--- config.mk ---
export PLATFORM = sky130hd
export DESIGN_NAME = vram_blitter
export DESIGN_NICKNAME = d
export VERILOG_FILES = /design/src/rtl/vram_blitter.sv
export SDC_FILE = /design/constraint.sdc
export NUM_CORES = 1
export LEC_CHECK = 0
export ABC_AREA = 1
export BUFFER_PORTS_ARGS = -buffer_cell sky130_fd_sc_hd__buf_2
export CORE_ASPECT_RATIO = 2
export CORE_MARGIN = 2
export CORE_UTILIZATION = 59
export CTS_CLUSTER_SIZE = 40
export DETAILED_ROUTE_END_ITERATION = 12
export HOLD_SLACK_MARGIN = 0.15
export PLACE_DENSITY = 0.82
export SYNTH_ARGS = -nofsm -noshare
export SYNTH_HDL_FRONTEND = slang
export SYNTH_SLANG_ARGS = --single-unit
--- constraint.sdc ---
create_clock -name clock -period 2.5 [get_ports clock]
set_input_delay 0.5 -clock clock [delete_from_list [all_inputs] [get_ports clock]]
set_output_delay 0.5 -clock clock [all_outputs]
set_load 0.005 [all_outputs]
--- src/rtl/vram_blitter.sv ---
// ============================================================================
//  Module   : vram_blitter
//  Purpose  : Text-mode VRAM command engine (clear, scroll up/down, row fill)
//             driving a shared, externally granted VRAM write port.
//  Options  : VRAM_BLIT_SCROLL_DOWN_EN enables the SCROLL_DOWN command.
//  Revision : 1.0 - initial release
// ============================================================================
`default_nettype none

module vram_blitter #(
    parameter logic [16:0] BASE = 17'hF000,
    parameter int          COLS = 80,
    parameter int          ROWS = 25
) (
    input  logic        clock,
    input  logic        reset,
    input  logic        cmd_start,
    input  logic [1:0]  cmd,
    input  logic [4:0]  cmd_row,
    input  logic [7:0]  fill_char,
    input  logic [7:0]  fill_attr,
    output logic        busy,
    output logic        done,
    output logic [16:0] mem_address,
    output logic [7:0]  mem_wdata,
    output logic        mem_we,
    input  logic [7:0]  mem_rdata,
    input  logic        mem_gnt
);

    localparam logic [11:0] C_ROWB  = 12'(COLS * 2);
    localparam logic [11:0] C_TOTAL = 12'(ROWS * COLS * 2);
    localparam logic [11:0] C_COPY  = C_TOTAL - C_ROWB;
    localparam logic [4:0]  C_ROWS  = 5'(ROWS);

    typedef enum logic [2:0] {
        S_IDLE  = 3'd0,
        S_READ  = 3'd1,
        S_LATCH = 3'd2,
        S_WRITE = 3'd3,
        S_FILL  = 3'd4,
        S_FIN   = 3'd5
    } state_t;

    state_t      state_q;
    logic        busy_q, done_q, we_q, down_q, lat_first_q;
    logic [16:0] addr_q;
    logic [7:0]  wdata_q, char_q, attr_q, rdata_q;
    logic [11:0] src_q, dst_q, copy_last_q, fill_idx_q, fill_last_q;

    logic [11:0] w_row_base, w_src_next, w_dst_next, w_fill_next;

    assign w_row_base  = 12'(cmd_row) * C_ROWB;
    assign w_src_next  = down_q ? src_q - 12'd1 : src_q + 12'd1;
    assign w_dst_next  = down_q ? dst_q - 12'd1 : dst_q + 12'd1;
    assign w_fill_next = fill_idx_q + 12'd1;

    function automatic logic [16:0] addr_of(input logic [11:0] idx);
        return BASE + {5'd0, idx};
    endfunction

    function automatic logic [7:0] pattern(input logic [11:0] idx,
                                           input logic [7:0] ch,
                                           input logic [7:0] at);
        return idx[0] ? at : ch;
    endfunction

    always_ff @(posedge clock) begin
        if (reset) begin
            state_q     <= S_IDLE;
            busy_q      <= 1'b0;
            done_q      <= 1'b0;
            we_q        <= 1'b0;
            addr_q      <= 17'd0;
            wdata_q     <= 8'd0;
            down_q      <= 1'b0;
            lat_first_q <= 1'b0;
            char_q      <= 8'd0;
            attr_q      <= 8'd0;
            rdata_q     <= 8'd0;
            src_q       <= 12'd0;
            dst_q       <= 12'd0;
            copy_last_q <= 12'd0;
            fill_idx_q  <= 12'd0;
            fill_last_q <= 12'd0;
        end else begin
            done_q <= 1'b0;
            case (state_q)
                S_IDLE: begin
                    if (cmd_start) begin
                        char_q <= fill_char;
                        attr_q <= fill_attr;
                        busy_q <= 1'b1;
                        if (cmd == 2'd0) begin
                            state_q     <= S_FILL;
                            fill_idx_q  <= 12'd0;
                            fill_last_q <= C_TOTAL - 12'd1;
                            addr_q      <= addr_of(12'd0);
                            wdata_q     <= fill_char;
                            we_q        <= 1'b1;
                        end else if (cmd == 2'd1) begin
                            state_q     <= S_READ;
                            down_q      <= 1'b0;
                            src_q       <= C_ROWB;
                            dst_q       <= 12'd0;
                            copy_last_q <= C_COPY - 12'd1;
                            fill_idx_q  <= C_COPY;
                            fill_last_q <= C_TOTAL - 12'd1;
                            addr_q      <= addr_of(C_ROWB);
                            we_q        <= 1'b0;
`ifdef VRAM_BLIT_SCROLL_DOWN_EN
                        end else if (cmd == 2'd2) begin
                            state_q     <= S_READ;
                            down_q      <= 1'b1;
                            src_q       <= C_COPY - 12'd1;
                            dst_q       <= C_TOTAL - 12'd1;
                            copy_last_q <= C_ROWB;
                            fill_idx_q  <= 12'd0;
                            fill_last_q <= C_ROWB - 12'd1;
                            addr_q      <= addr_of(C_COPY - 12'd1);
                            we_q        <= 1'b0;
`endif
                        end else if (cmd == 2'd3 && cmd_row < C_ROWS) begin
                            state_q     <= S_FILL;
                            fill_idx_q  <= w_row_base;
                            fill_last_q <= w_row_base + C_ROWB - 12'd1;
                            addr_q      <= addr_of(w_row_base);
                            wdata_q     <= pattern(w_row_base, fill_char, fill_attr);
                            we_q        <= 1'b1;
                        end else begin
                            // Nothing to touch: report completion straight away.
                            state_q <= S_FIN;
                            done_q  <= 1'b1;
                            we_q    <= 1'b0;
                        end
                    end
                end
                S_READ: begin
                    if (mem_gnt) begin
                        state_q     <= S_LATCH;
                        lat_first_q <= 1'b1;
                    end
                end
                S_LATCH: begin
                    // Read data is only valid in the first LATCH cycle; keep it across stalls.
                    if (lat_first_q) begin
                        rdata_q     <= mem_rdata;
                        lat_first_q <= 1'b0;
                    end
                    if (mem_gnt) begin
                        state_q <= S_WRITE;
                        addr_q  <= addr_of(dst_q);
                        wdata_q <= lat_first_q ? mem_rdata : rdata_q;
                        we_q    <= 1'b1;
                    end
                end
                S_WRITE: begin
                    if (mem_gnt) begin
                        if (dst_q == copy_last_q) begin
                            state_q <= S_FILL;
                            addr_q  <= addr_of(fill_idx_q);
                            wdata_q <= pattern(fill_idx_q, char_q, attr_q);
                        end else begin
                            state_q <= S_READ;
                            src_q   <= w_src_next;
                            dst_q   <= w_dst_next;
                            addr_q  <= addr_of(w_src_next);
                            we_q    <= 1'b0;
                        end
                    end
                end
                S_FILL: begin
                    if (mem_gnt) begin
                        if (fill_idx_q == fill_last_q) begin
                            state_q <= S_FIN;
                            done_q  <= 1'b1;
                            we_q    <= 1'b0;
                        end else begin
                            fill_idx_q <= w_fill_next;
                            addr_q     <= addr_of(w_fill_next);
                            wdata_q    <= pattern(w_fill_next, char_q, attr_q);
                        end
                    end
                end
                S_FIN: begin
                    state_q <= S_IDLE;
                    busy_q  <= 1'b0;
                end
                default: begin
                    state_q <= S_IDLE;
                    busy_q  <= 1'b0;
                    we_q    <= 1'b0;
                end
            endcase
        end
    end

    assign busy        = busy_q;
    assign done        = done_q;
    assign mem_address = addr_q;
    assign mem_wdata   = wdata_q;
    assign mem_we      = we_q;

endmodule

`default_nettype wire

==> reports/metrics.yaml, run 1 <==
outcome:
  status: "completed"
timing:
  relSlewSlack: 0.6403
  fin_ws_ps: 446.3
  layout_worst_path_cycle_share: 0.8215
  rsz0062_at_grt: "no"
  tns_ps: 0
  setup_viol: 0
  fin_crit_ps: 2054
  hold_violations: 0
  worstMarginPinSlew_ps: 534.0
  maxSlewViolCount: 0
  clock_skew_ps: 5.142
  fmax_ghz: 0.4869
route:
  drc: 0
  viasPerCell: 5.565
  num_vias: 6199
  antenna_left: 0
  post_drt_wl_per_cell_um: 15.45
  first_iter_violations: 598
  dr.pass1.iters: 5
  totalWireLength_mm: 17.21
yosys:
  yosysMostFrequentCell: "nand2_1"
  syn_area_per_cell_um2: 6.334
  syn_nets: 966
  synth_top_area_share: 0.3333
  ys_seq_area_frac: 0.3333
  synth_cell_type_count: 43
  synth_area_um2: 5827
  synth_edf_count: 0
  synth_area_leaders: "dfxtp_1, nand2_1, nor2_1"
  ys.flop_type: "dfxtp_1"
  syn-instance-count: 920
  synth_common_cells: "nand2_1, nor2_1, dfxtp_1, inv_1, a21oi_1"
  async_flop_share: 0
  yosysTopAreaCell: "dfxtp_1"
  yosys_warnings: 0
  ys_seq_elements: 97
global_routing:
  grt_overflow: 0
  grt_pass1_vias: 6048
  antenna_found_initial: 0
  grt_pass1_wl_mm: 27.73
  grt_max_degree: 34
  grt_usage: 0.3391
power_and_ir_drop:
  power_density_nw_per_um2: 1070
  power.internal_mw: 4.032
  p_seq_frac: 0.318
  clkPwrFrac: 0.228
  p_sw_mw: 3.019
  power.total_mw: 7.050
  leakage_nw: 3.055
  ir_worst_vdd_uv: 884.2
  comb_power_share: 0.454
  swShare: 0.4282
placed_design:
  dp_slack_ps: 129.2
  port_buffers: 61
  dp_hpwl_mm: 13.03
  gp_routability_congestion: 0.9929
die:
  start_util: 0.6007
  ios: 63
  dieArea_um2: 10740
  chipHeight_um: 144.5
  coreArea_um2: 9699
  rows: 51
  dieWidth_um: 74.27
clock_tree:
  clock_sinks: 97
  cts-resized-gates: 0
  ctsHoldBuffers: 0
  h-tree-depth: 3
  cts_tree: "built"
  postCtsSetupRepairBufs: 0
  clk_pin_slew_ps: 60
  cts_buffer_depth: 2
  cts_buffers: 9
  root_buffer: "clkbuf_16"
  clock_latency_ps: 350
worst_setup_path:
  startpoint_type: "input pin"
  cp.required_ps: 2740
  reg2reg_depth: 9
  critical_path_class: "in -> reg"
  cp.arrival_ps: 2300
  cp_max_fo: 3
  cp-end-kind: "flip-flop"
layout:
  antenna_cells: 0
  syn_to_final_growth_pct: 13.12
  nets: 1023
  post-route-util: 0.6796
  layout-drive-gt1-share: 0.1436
hold_path:
  worstHoldPathCells: 3
  hold_class: "in -> reg"
run:
  max-cap-violations: 0
placed cells by master (no fill, tap or decap), drive strengths merged:
| master | synthesis | layout |
|---|---|---|
| nand4 | 17 | 17 |
| clkinv | 1 | 4 |
| o22ai | 3 | 3 |
| nand2 | 286 | 286 |
| xnor2 | 9 | 9 |
| bufinv | 0 | 3 |
| and3 | 1 | 1 |
| nand3b | 4 | 4 |
| o21ai | 55 | 55 |
| o211ai | 8 | 8 |
| buf | 18 | 81 |
| dfxtp | 97 | 97 |
| conb | 1 | 1 |
| o221ai | 1 | 1 |
| a221oi | 2 | 2 |
| a21oi | 80 | 80 |
| clkbuf | 17 | 10 |
| xor2 | 5 | 5 |
| a21o | 1 | 1 |
| ha | 10 | 10 |
| inv | 98 | 98 |
| nand3 | 60 | 60 |
| a211oi | 1 | 1 |
| nor2 | 136 | 136 |
| o21a | 2 | 2 |
| a22o | 1 | 1 |
| nor3 | 5 | 5 |
| fa | 1 | 1 |
sequential cells by signal, summed over array words and instances (netlist names), 3 cells and up:
| signal | count |
|---|---|
| char_q | 8 |
| mem_wdata | 8 |
| rdata_q | 8 |
| fill_idx_q | 12 |
| fill_last_q | 8 |
| mem_address | 13 |
| state_q | 3 |
| src_q | 12 |
| dst_q | 12 |
| attr_q | 8 |
cell families (layout without fill, tap and decap cells):
kind of cell	after synthesis	in the layout	synth area share
simple gates	509	509	0.3775
buf+inv	134	196	0.09813
fa+ha+maj	11	11	0.02491
other cells	1	1	0.0006436
compound gates	154	154	0.1445
xor+xnor	14	14	0.02104
flops	97	97	0.3333
path summary, 6_finish.rpt:
kind | start | to | slack (ps)
setup / recovery | cmd_row[1] | fill_idx_q[10]$_SDFFE_PP0P_ | 450
hold / removal | fill_attr[1] | attr_q[1]$_SDFFE_PP0P_ | 370
setup reg to reg | dst_q[0]$_SDFFE_PP0P_ | mem_address[2]$_SDFFE_PP0P_ | 490
hold reg to reg | char_q[5]$_SDFFE_PP0P_ | char_q[5]$_SDFFE_PP0P_ | 460
power groups by stage:
stage                     Combinational, mW  Sequential [mW]  Clock [mW]
final                                  3.20             2.24        1.61
after global routing                   3.58             2.28        1.66
after CTS                              3.16             2.23        1.61
after detailed placement               3.13             2.26           0
after global placement                 3.10             2.25           0
after floorplan                        2.37             2.20           0
through the flow:
stage               area, um2  cells  hold WS (ps)
floorplan                5827    920         429.9
global placement         6247   1098         439.5
global route             6591   1114         397.8
CTS                      6591   1114         370.1
finish                   6591   1114         369.9
detailed placement       6247   1098         450.5
per-layer routing:
layer | track usage | vias to the layer above | share of wire
li1 | - | 3049 | -
met1 | 0.3370 | 2772 | 0.34
met2 | 0.5977 | 283 | 0.52
met3 | 0.04669 | 95 | 0.057
met4 | 0.2810 | 0 | 0.085
met5 | 0 | - | 0
layout make-up:
class	count	area, um2
Inverter	99	371.6
Sequential cell	97	1942
Clock inverter	6	105.1
Fill cell	922	3108
Tap cell	132	165.2
Clock buffer	10	239.0
Timing Repair Buffer	81	455.4
Multi-Input combinational cell	689	3313
critical path, cell delays in order:
cell     delay [ps]
buf_2           120
ha_1            290
ha_1            230
fa_1            380
xnor2_1         250
o21ai_0         120
a22o_1          240
nor2_1          100
nor2_1           60
No activity file was read; power rests on OpenSTA's default activity.
==> run 2, diff against run 1 <==
--- a/config.mk
+++ b/config.mk
@@ -5,7 +5,7 @@
 export SDC_FILE = /design/constraint.sdc
 export NUM_CORES = 1
 export LEC_CHECK = 0
-export ABC_AREA = 1
+export ABC_AREA = 0
 export BUFFER_PORTS_ARGS = -buffer_cell sky130_fd_sc_hd__buf_2
 export CORE_ASPECT_RATIO = 2
 export CORE_MARGIN = 2
==> constraint.sdc (replaced) <==
create_clock -name clock -period 2.05 [get_ports clock]
set_input_delay 0.41 -clock clock [delete_from_list [all_inputs] [get_ports clock]]
set_output_delay 0.41 -clock clock [all_outputs]
set_load 0.005 [all_outputs]
==> run 2 against run 1 <==
Net effect:
- the run now ends with setup timing left
- sequential share of layout area is 2.4 points lower
- cell area rose by 8.9%
- count of clock-buffer cells in the layout unchanged
- highest routed layer unchanged
==> reports/metrics.yaml, run 2 <==
hold_path:
  worstHoldPathCells: 3  # unchanged
  holdPathEnd: "attr_q[7]$_SDFFE_PP0P_"
  hold_class: "in -> reg"
  min_from: "fill_attr[7]"
timing:
  fin_crit_ps: 2094
  layout_worst_path_cycle_share: 1.022
  rsz0062_at_grt: "yes"
  maxSlewViolCount: 0  # unchanged
  hold_violations: 0  # unchanged
  fin_ws_ps: -44.22  # -490.5 ps
  worstMarginPinSlew_ps: 485.7  # -48.30 ps
  holdWs_ps: 309.6  # -60.31 ps
  tns_ps: -174.0  # -174.0 ps
  setup_viol: 8  # +8
  relSlewSlack: 0.6670  # +0.02670
  fmax_ghz: 0.4775
  clock_skew_ps: 10.90  # +5.756 ps
route:
  dr.pass1.iters: 5  # unchanged
  totalWireLength_mm: 18.35  # +6.6%
  viasPerCell: 6.275  # +13%
  drc: 0  # unchanged
  num_vias: 5911  # -4.6%
  post_drt_wl_per_cell_um: 19.48  # +26%
  first_iter_violations: 471  # -21%
  antenna_left: 0  # unchanged
die:
  chipHeight_um: 141.0  # -2.5%
  dieArea_um2: 10220  # -4.8%
  ios: 63  # unchanged
  dieWidth_um: 72.49  # -2.4%
  start_util: 0.5978  # -0.002910
  rows: 50  # -2.0%
  coreArea_um2: 9259  # -4.5%
outcome:
  status: "complete, but fails checks"
  violations: "setup timing"
layout:
  final_common_cell: "nand2_1"
  nets: 880  # -14%
  multiInputGateArea_um2: 3568  # +7.7%
  regArea_um2: 1946  # +0.19%
  antenna_cells: 0  # unchanged
  layout-drive-gt1-share: 0.3019  # +0.1583
  post-route-util: 0.7754  # +0.09584
  fin_cells: 942  # -15%
  layout_common_cells: "nand2_1, buf_4, dfxtp_1, nor2_1, buf_2"
  syn_to_final_growth_pct: 29.70
  post-route-cell-area_um2: 7179  # +8.9%
  fillers: 691  # -25%
  largest_reg_flops: 13  # unchanged
clock_tree:
  cts_tree: "built"
  clk_pin_slew_ps: 70  # about the same
  ctsHoldBuffers: 0  # unchanged
  cts_buffer_depth: 2  # unchanged
  root_buffer: "clkbuf_16"
  h-tree-depth: 3  # unchanged
  clock_sinks: 97  # unchanged
  clock_latency_ps: 350  # about the same
  cts_buffers: 9  # unchanged
worst_setup_path:
  cp.arrival_ps: 2340  # +40 ps
  startpoint_type: "flip-flop"
  timing.rr.end: "mem_wdata[4]$_SDFFE_PP0P_"
  r2r_start: "dst_q[6]$_SDFFE_PP0P_"
  r2r_slack_ps: -40  # -530 ps
  critical_path_class: "reg -> reg"
  reg2reg_depth: 8  # -1
  cp_max_fo: 15  # +12
  cp.required_ps: 2300  # -440 ps
  cp-end-kind: "flip-flop"
power_and_ir_drop:
  clkPwrFrac: 0.252  # +0.024
  power.total_mw: 6.342  # -10%
  leakage_nw: 2.872  # -6.0%
  swShare: 0.3581  # -0.07006
  p_seq_frac: 0.360  # +0.042
  ir_worst_vdd_uv: 559.0  # -37%
  power.internal_mw: 4.070  # +0.96%
  comb_power_share: 0.388  # -0.066
  p_sw_mw: 2.271  # -25%
  power_density_nw_per_um2: 883.3  # -17%
placed_design:
  dp_slack_ps: -242.3  # -371.5 ps
  port_buffers: 61  # unchanged
  dp.cells: 922  # -16%
  gp_routability_congestion: 0.9850  # -0.80%
  dpl_cell_area_um2: 6643  # +6.3%
  dp_hpwl_mm: 13.70  # +5.1%
yosys:
  synth_compound_area_frac: 0.2369  # +0.09238
  synth_adder_area_share: 0.02622  # +0.001312
  synthMuxAreaShare: 0.01989  # +0.01989
  syn_area_per_cell_um2: 7.840  # +24%
  ys_seq_area_frac: 0.3508  # +0.01755
  ys.flop_type: "dfxtp_1"
  synth_common_cells: "nand2_1, dfxtp_1, nor2_1, a21oi_1, o21ai_0"
  synth-simple-area-share: 0.2523  # -0.1252
  yosysTopAreaCell: "dfxtp_1"
  synth_xor_area_frac: 0.06646  # +0.04541
  syn-instance-count: 706  # -23%
  yosysMostFrequentCell: "nand2_1"
  ys_seq_elements: 97  # unchanged
  async_flop_share: 0  # unchanged
  syn_nets: 752  # -22%
  synth_top_area_share: 0.3508  # +0.01755
  synth_top_family_by_area: "simple AND/OR/NAND/NOR gates"
  synth_edf_count: 0  # unchanged
  synth_area_leaders: "dfxtp_1, nand2_1, a21oi_1"
  yosys_warnings: 0  # unchanged
  synth_area_um2: 5535  # -5.0%
  synth_cell_type_count: 68  # +58%
global_routing:
  grt_usage: 0.3572  # +0.01807
  grt_max_degree: 97  # +190%
  grt_pass1_vias: 5892  # -2.6%
  antenna_found_initial: 0  # unchanged
  grt_pass1_wl_mm: 28.31  # +2.1%
  grt_overflow: 0  # unchanged
run:
  max-cap-violations: 0  # unchanged
-- run 2: changes by cell type in the layout (fill, tap and decap cells not counted), sizes merged, moves of 15 or more --
cell / change
xor2: +15
nand3: -40
nand2: -179
a21oi: -24
and3: +16
buf: +91
a211oi: +15
nor2: -72
inv: -92
-- run 2: worst max-delay path by stage --
stage,startpoint,to
global placement,cmd_row[1],mem_address[10]$_SDFFE_PP0P_
CTS,dst_q[6]$_SDFFE_PP0P_,mem_wdata[3]$_SDFFE_PP0P_
global route,dst_q[6]$_SDFFE_PP0P_,mem_wdata[5]$_SDFFE_PP0P_
detailed placement,cmd_row[1],mem_address[10]$_SDFFE_PP0P_
finish,dst_q[6]$_SDFFE_PP0P_,mem_wdata[4]$_SDFFE_PP0P_
floorplan,dst_q[5]$_SDFFE_PP0P_,mem_wdata[0]$_SDFFE_PP0P_
-- run 2: timing repair --
| item | in CTS | in global routing |
|---|---|---|
| pin swaps | 9 | 23 |
| resized for setup | 20 | 43 |
| buffers inserted | 3 | 2 |
| setup endpoints to repair | 46 | 50 |
-- run 2: logic make-up after synthesis --
logic type,after synthesis
fa+ha+maj,11
buf+inv,60
simple gates,287
flops,97
other cells,1
compound gates,197
mux,11
xor+xnor,42
-- run 2: layout make-up --
cell class,instances,area share
Multi-Input combinational cell,549,0.4970
Sequential cell,97,0.2710
Timing Repair Buffer,172,0.1722
Clock buffer,10,0.03329
Tap cell,104,0.01812
Clock inverter,5,0.005751
Inverter,5,0.002614
-- run 2: power by group through the flow --
stage	Sequential (mW)	Clock (mW)	Combinational [mW]
5_1_grt	2.31	1.69	2.64
3_5_place_dp	2.32	0	2.30
2_1_floorplan	2.28	0	1.36
3_3_place_gp	2.31	0	2.24
4_1_cts	2.28	1.61	2.36
6_report	2.28	1.60	2.46
-- run 2: per-layer routing --
metal	global-route usage	wire (um)	vias up
met2	0.6596	9930	239
met5	0	0	-
met1	0.3578	6204	2790
met3	0.04146	815	83
li1	-	-	2799
met4	0.2417	1403	0
-- run 2: worst max-delay path: stages, from the launching register on --
cell and delay, ps:
dfxtp_2 320, or4_4 550, nor4_4 170, buf_4 160, o21ai_4 90, a211oi_4 260
buf_12 170, nor2_1 50, a211oi_1 220
==> run 3, diff against run 2 <==
--- a/config.mk
+++ b/config.mk
@@ -14,6 +14,7 @@
 export DETAILED_ROUTE_END_ITERATION = 12
 export HOLD_SLACK_MARGIN = 0.15
 export PLACE_DENSITY = 0.82
+export SETUP_SLACK_MARGIN = 0.3
 export SYNTH_ARGS = -nofsm -noshare
 export SYNTH_HDL_FRONTEND = slang
 export SYNTH_SLANG_ARGS = --single-unit
==> constraint.sdc (replaced) <==
create_clock -name clock -period 2.2 [get_ports clock]
set_input_delay 0.44 -clock clock [delete_from_list [all_inputs] [get_ports clock]]
set_output_delay 0.44 -clock clock [all_outputs]
set_load 0.005 [all_outputs]
==> run 3 against run 2 <==
Net effect:
- the flow now finishes without violations
- sequential share of layout area decreased by 0.28 points
- via count is 5.5% higher
- cell count fell by 0.53%
- total power decreased by 0.57%
- critical path type unchanged
- critical endpoint is now src_q[7]$_SDFFE_PP0P_
==> reports/metrics.yaml, run 3 (synthesized netlist as in run 2, its figures left out) <==
outcome:
  status: "completed"
timing:
  clock_skew_ps: 7.879  # -3.018 ps
  fin_crit_ps: 2154  # +59.37 ps
  hold_violations: 0  # unchanged
  worstMarginPinSlew_ps: 552.4  # +66.73 ps
  tns_ps: 0  # +174.0 ps
  maxSlewViolCount: 0  # unchanged
  setup_viol: 0  # -8
  relSlewSlack: 0.6312  # -0.03573
  fin_ws_ps: 46.41  # +90.63 ps
  rsz0062_at_grt: "yes"
  fmax_ghz: 0.4643  # -2.8%
  layout_worst_path_cycle_share: 0.9789  # -0.04267
  holdWs_ps: 321.1  # +11.51 ps
clock_tree:
  cts_buffer_depth: 2  # unchanged
  cts_buffers: 9  # unchanged
  root_buffer: "clkbuf_16"
  clk_pin_slew_ps: 70  # about the same
  clock_latency_ps: 360  # about the same
  clock_sinks: 97  # unchanged
  cts_tree: "built"
  ctsHoldBuffers: 0  # unchanged
  h-tree-depth: 3  # unchanged
worst_setup_path:
  cp_max_fo: 6  # -9
  cp.required_ps: 2410  # +110 ps
  timing.rr.end: "src_q[7]$_SDFFE_PP0P_"
  cp_slowest_stage_delay_ps: 550  # about the same
  path_cells: "or4_4 > a21oi_4 > buf_4 > o211ai_1 > and2_2 > a21oi_1 > a311oi_1"
  r2r_start: "dst_q[9]$_SDFFE_PP0P_"
  slowest_stage: "or4_4"
  reg2reg_depth: 7  # -1
  critical_path_class: "reg -> reg"
  cp.arrival_ps: 2370  # +30 ps
  startpoint_type: "flip-flop"
  r2r_slack_ps: 50  # +90 ps
  cp-end-kind: "flip-flop"
hold_path:
  hold_class: "in -> reg"
  holdPathEnd: "attr_q[0]$_SDFFE_PP0P_"
  min_from: "fill_attr[0]"
  worstHoldPathCells: 3  # unchanged
die:
  ios: 63  # unchanged
  dieWidth_um: 72.49  # unchanged
  chipHeight_um: 141.0  # unchanged
  coreArea_um2: 9259  # unchanged
  start_util: 0.5978  # unchanged
  rows: 50  # unchanged
  dieArea_um2: 10220  # unchanged
global_routing:
  met3_usage: 0.09292  # +0.05147
  busiest_layer: "met2"
  grt_max_degree: 97  # unchanged
  grt_overflow: 0  # unchanged
  antenna_found_initial: 0  # unchanged
  grt_pass1_wl_mm: 29.84  # +5.4%
  grtUsageMet1: 0.3548  # -0.003020
  use_met2: 0.6557  # -0.003863
  grt_pass1_vias: 6168  # +4.7%
  grt_usage: 0.3785  # +0.02132
route:
  antenna_left: 0  # unchanged
  post_drt_wl_per_cell_um: 21.39  # +9.8%
  viasPerCell: 6.658  # +6.1%
  drc: 0  # unchanged
  dr.pass1.iters: 6  # +1
  num_vias: 6239  # +5.5%
  totalWireLength_mm: 20.04  # +9.2%
  first_iter_violations: 709  # +51%
layout:
  post-route-cell-area_um2: 7356  # +2.5%
  fillers: 600  # -13%
  post-route-util: 0.7945  # +0.01905
  layout_common_cells: "nand2_1, buf_4, dfxtp_1, buf_2, nor2_1"
  syn_to_final_growth_pct: 32.89
  final_common_cell: "nand2_1"
  layout-drive-gt1-share: 0.3277  # +0.02582
  antenna_cells: 0  # unchanged
  fin_cells: 937  # -0.53%
  nets: 874  # -0.68%
  largest_reg_flops: 13  # unchanged
power_and_ir_drop:
  power.total_mw: 6.306  # -0.57%
  leakage_nw: 2.897  # +0.87%
  power_density_nw_per_um2: 857.2  # -3.0%
  ir_worst_vdd_uv: 528.3  # -5.5%
placed_design:
  port_buffers: 61  # unchanged
  dp_hpwl_mm: 13.47  # -1.6%
  dp_slack_ps: -90.92  # +151.4 ps
  dp.cells: 885  # -4.0%
  gp_routability_congestion: 0.9750  # -1.0%
  dpl_cell_area_um2: 6436  # -3.1%
run:
  max-cap-violations: 0  # unchanged
## run 3: cell count changes in the layout (fill, tap and decap cells not counted), moves of 5 or more
cell,change
buf_4,-13
dfxtp_1,-12
dfxtp_2,+7
dfxtp_4,+5
## run 3: area by class of cell
cell class                      instances  area [um2]  area share
Clock buffer                            9       225.2     0.03062
Sequential cell                        97        1973      0.2682
Inverter                                5       18.77    0.002551
Clock inverter                          7       83.83     0.01140
Tap cell                              104       130.1     0.01769
Multi-Input combinational cell        549        3660      0.4975
Timing Repair Buffer                  166        1265      0.1720
## run 3: how the worst max path moves through the flow
stage                                      from                           end  slack (ps)  cells after the start
floorplan           copy_last_q[0]$_SDFFE_PP0P_     mem_wdata[0]$_SDFFE_PP0P_         240                      7
global placement                     cmd_row[1]  fill_last_q[11]$_SDFFE_PP0P_          -5                      9
detailed placement                   cmd_row[1]     mem_wdata[3]$_SDFFE_PP0P_         -90                      8
CTS                 copy_last_q[0]$_SDFFE_PP0P_     mem_wdata[7]$_SDFFE_PP0P_         130                      7
global route              dst_q[7]$_SDFFE_PP0P_         src_q[3]$_SDFFE_PP0P_         -20                      7
finish                    dst_q[9]$_SDFFE_PP0P_         src_q[7]$_SDFFE_PP0P_          50                      7
## run 3: metal layers
layer | part of all wire | routed length, um
met1 | 0.32 | 6409
met2 | 0.52 | 10480
met3 | 0.064 | 1282
met4 | 0.093 | 1863
met5 | 0 | 0
## run 3: timing repair
action | CTS | global route
setup buffers | 11 | 23
cloned | 1 | 1
endpoints found under the setup margin | 60 | 64
gates resized for setup | 47 | 40
pin swaps | 14 | 25
## run 3: where the power goes
group	internal, mW	switching [mW]
combinational	1.11	1.37
clock	0.902	0.742
sequential	1.98	0.199
## run 3: critical path: cells and delay by family (launching register included)
family                 cells  cell delay (ps)
AOI/OAI and AO/OA          4              650
buffers and inverters      1              170
DFF                        1              320
and+or+nand+nor            2              870
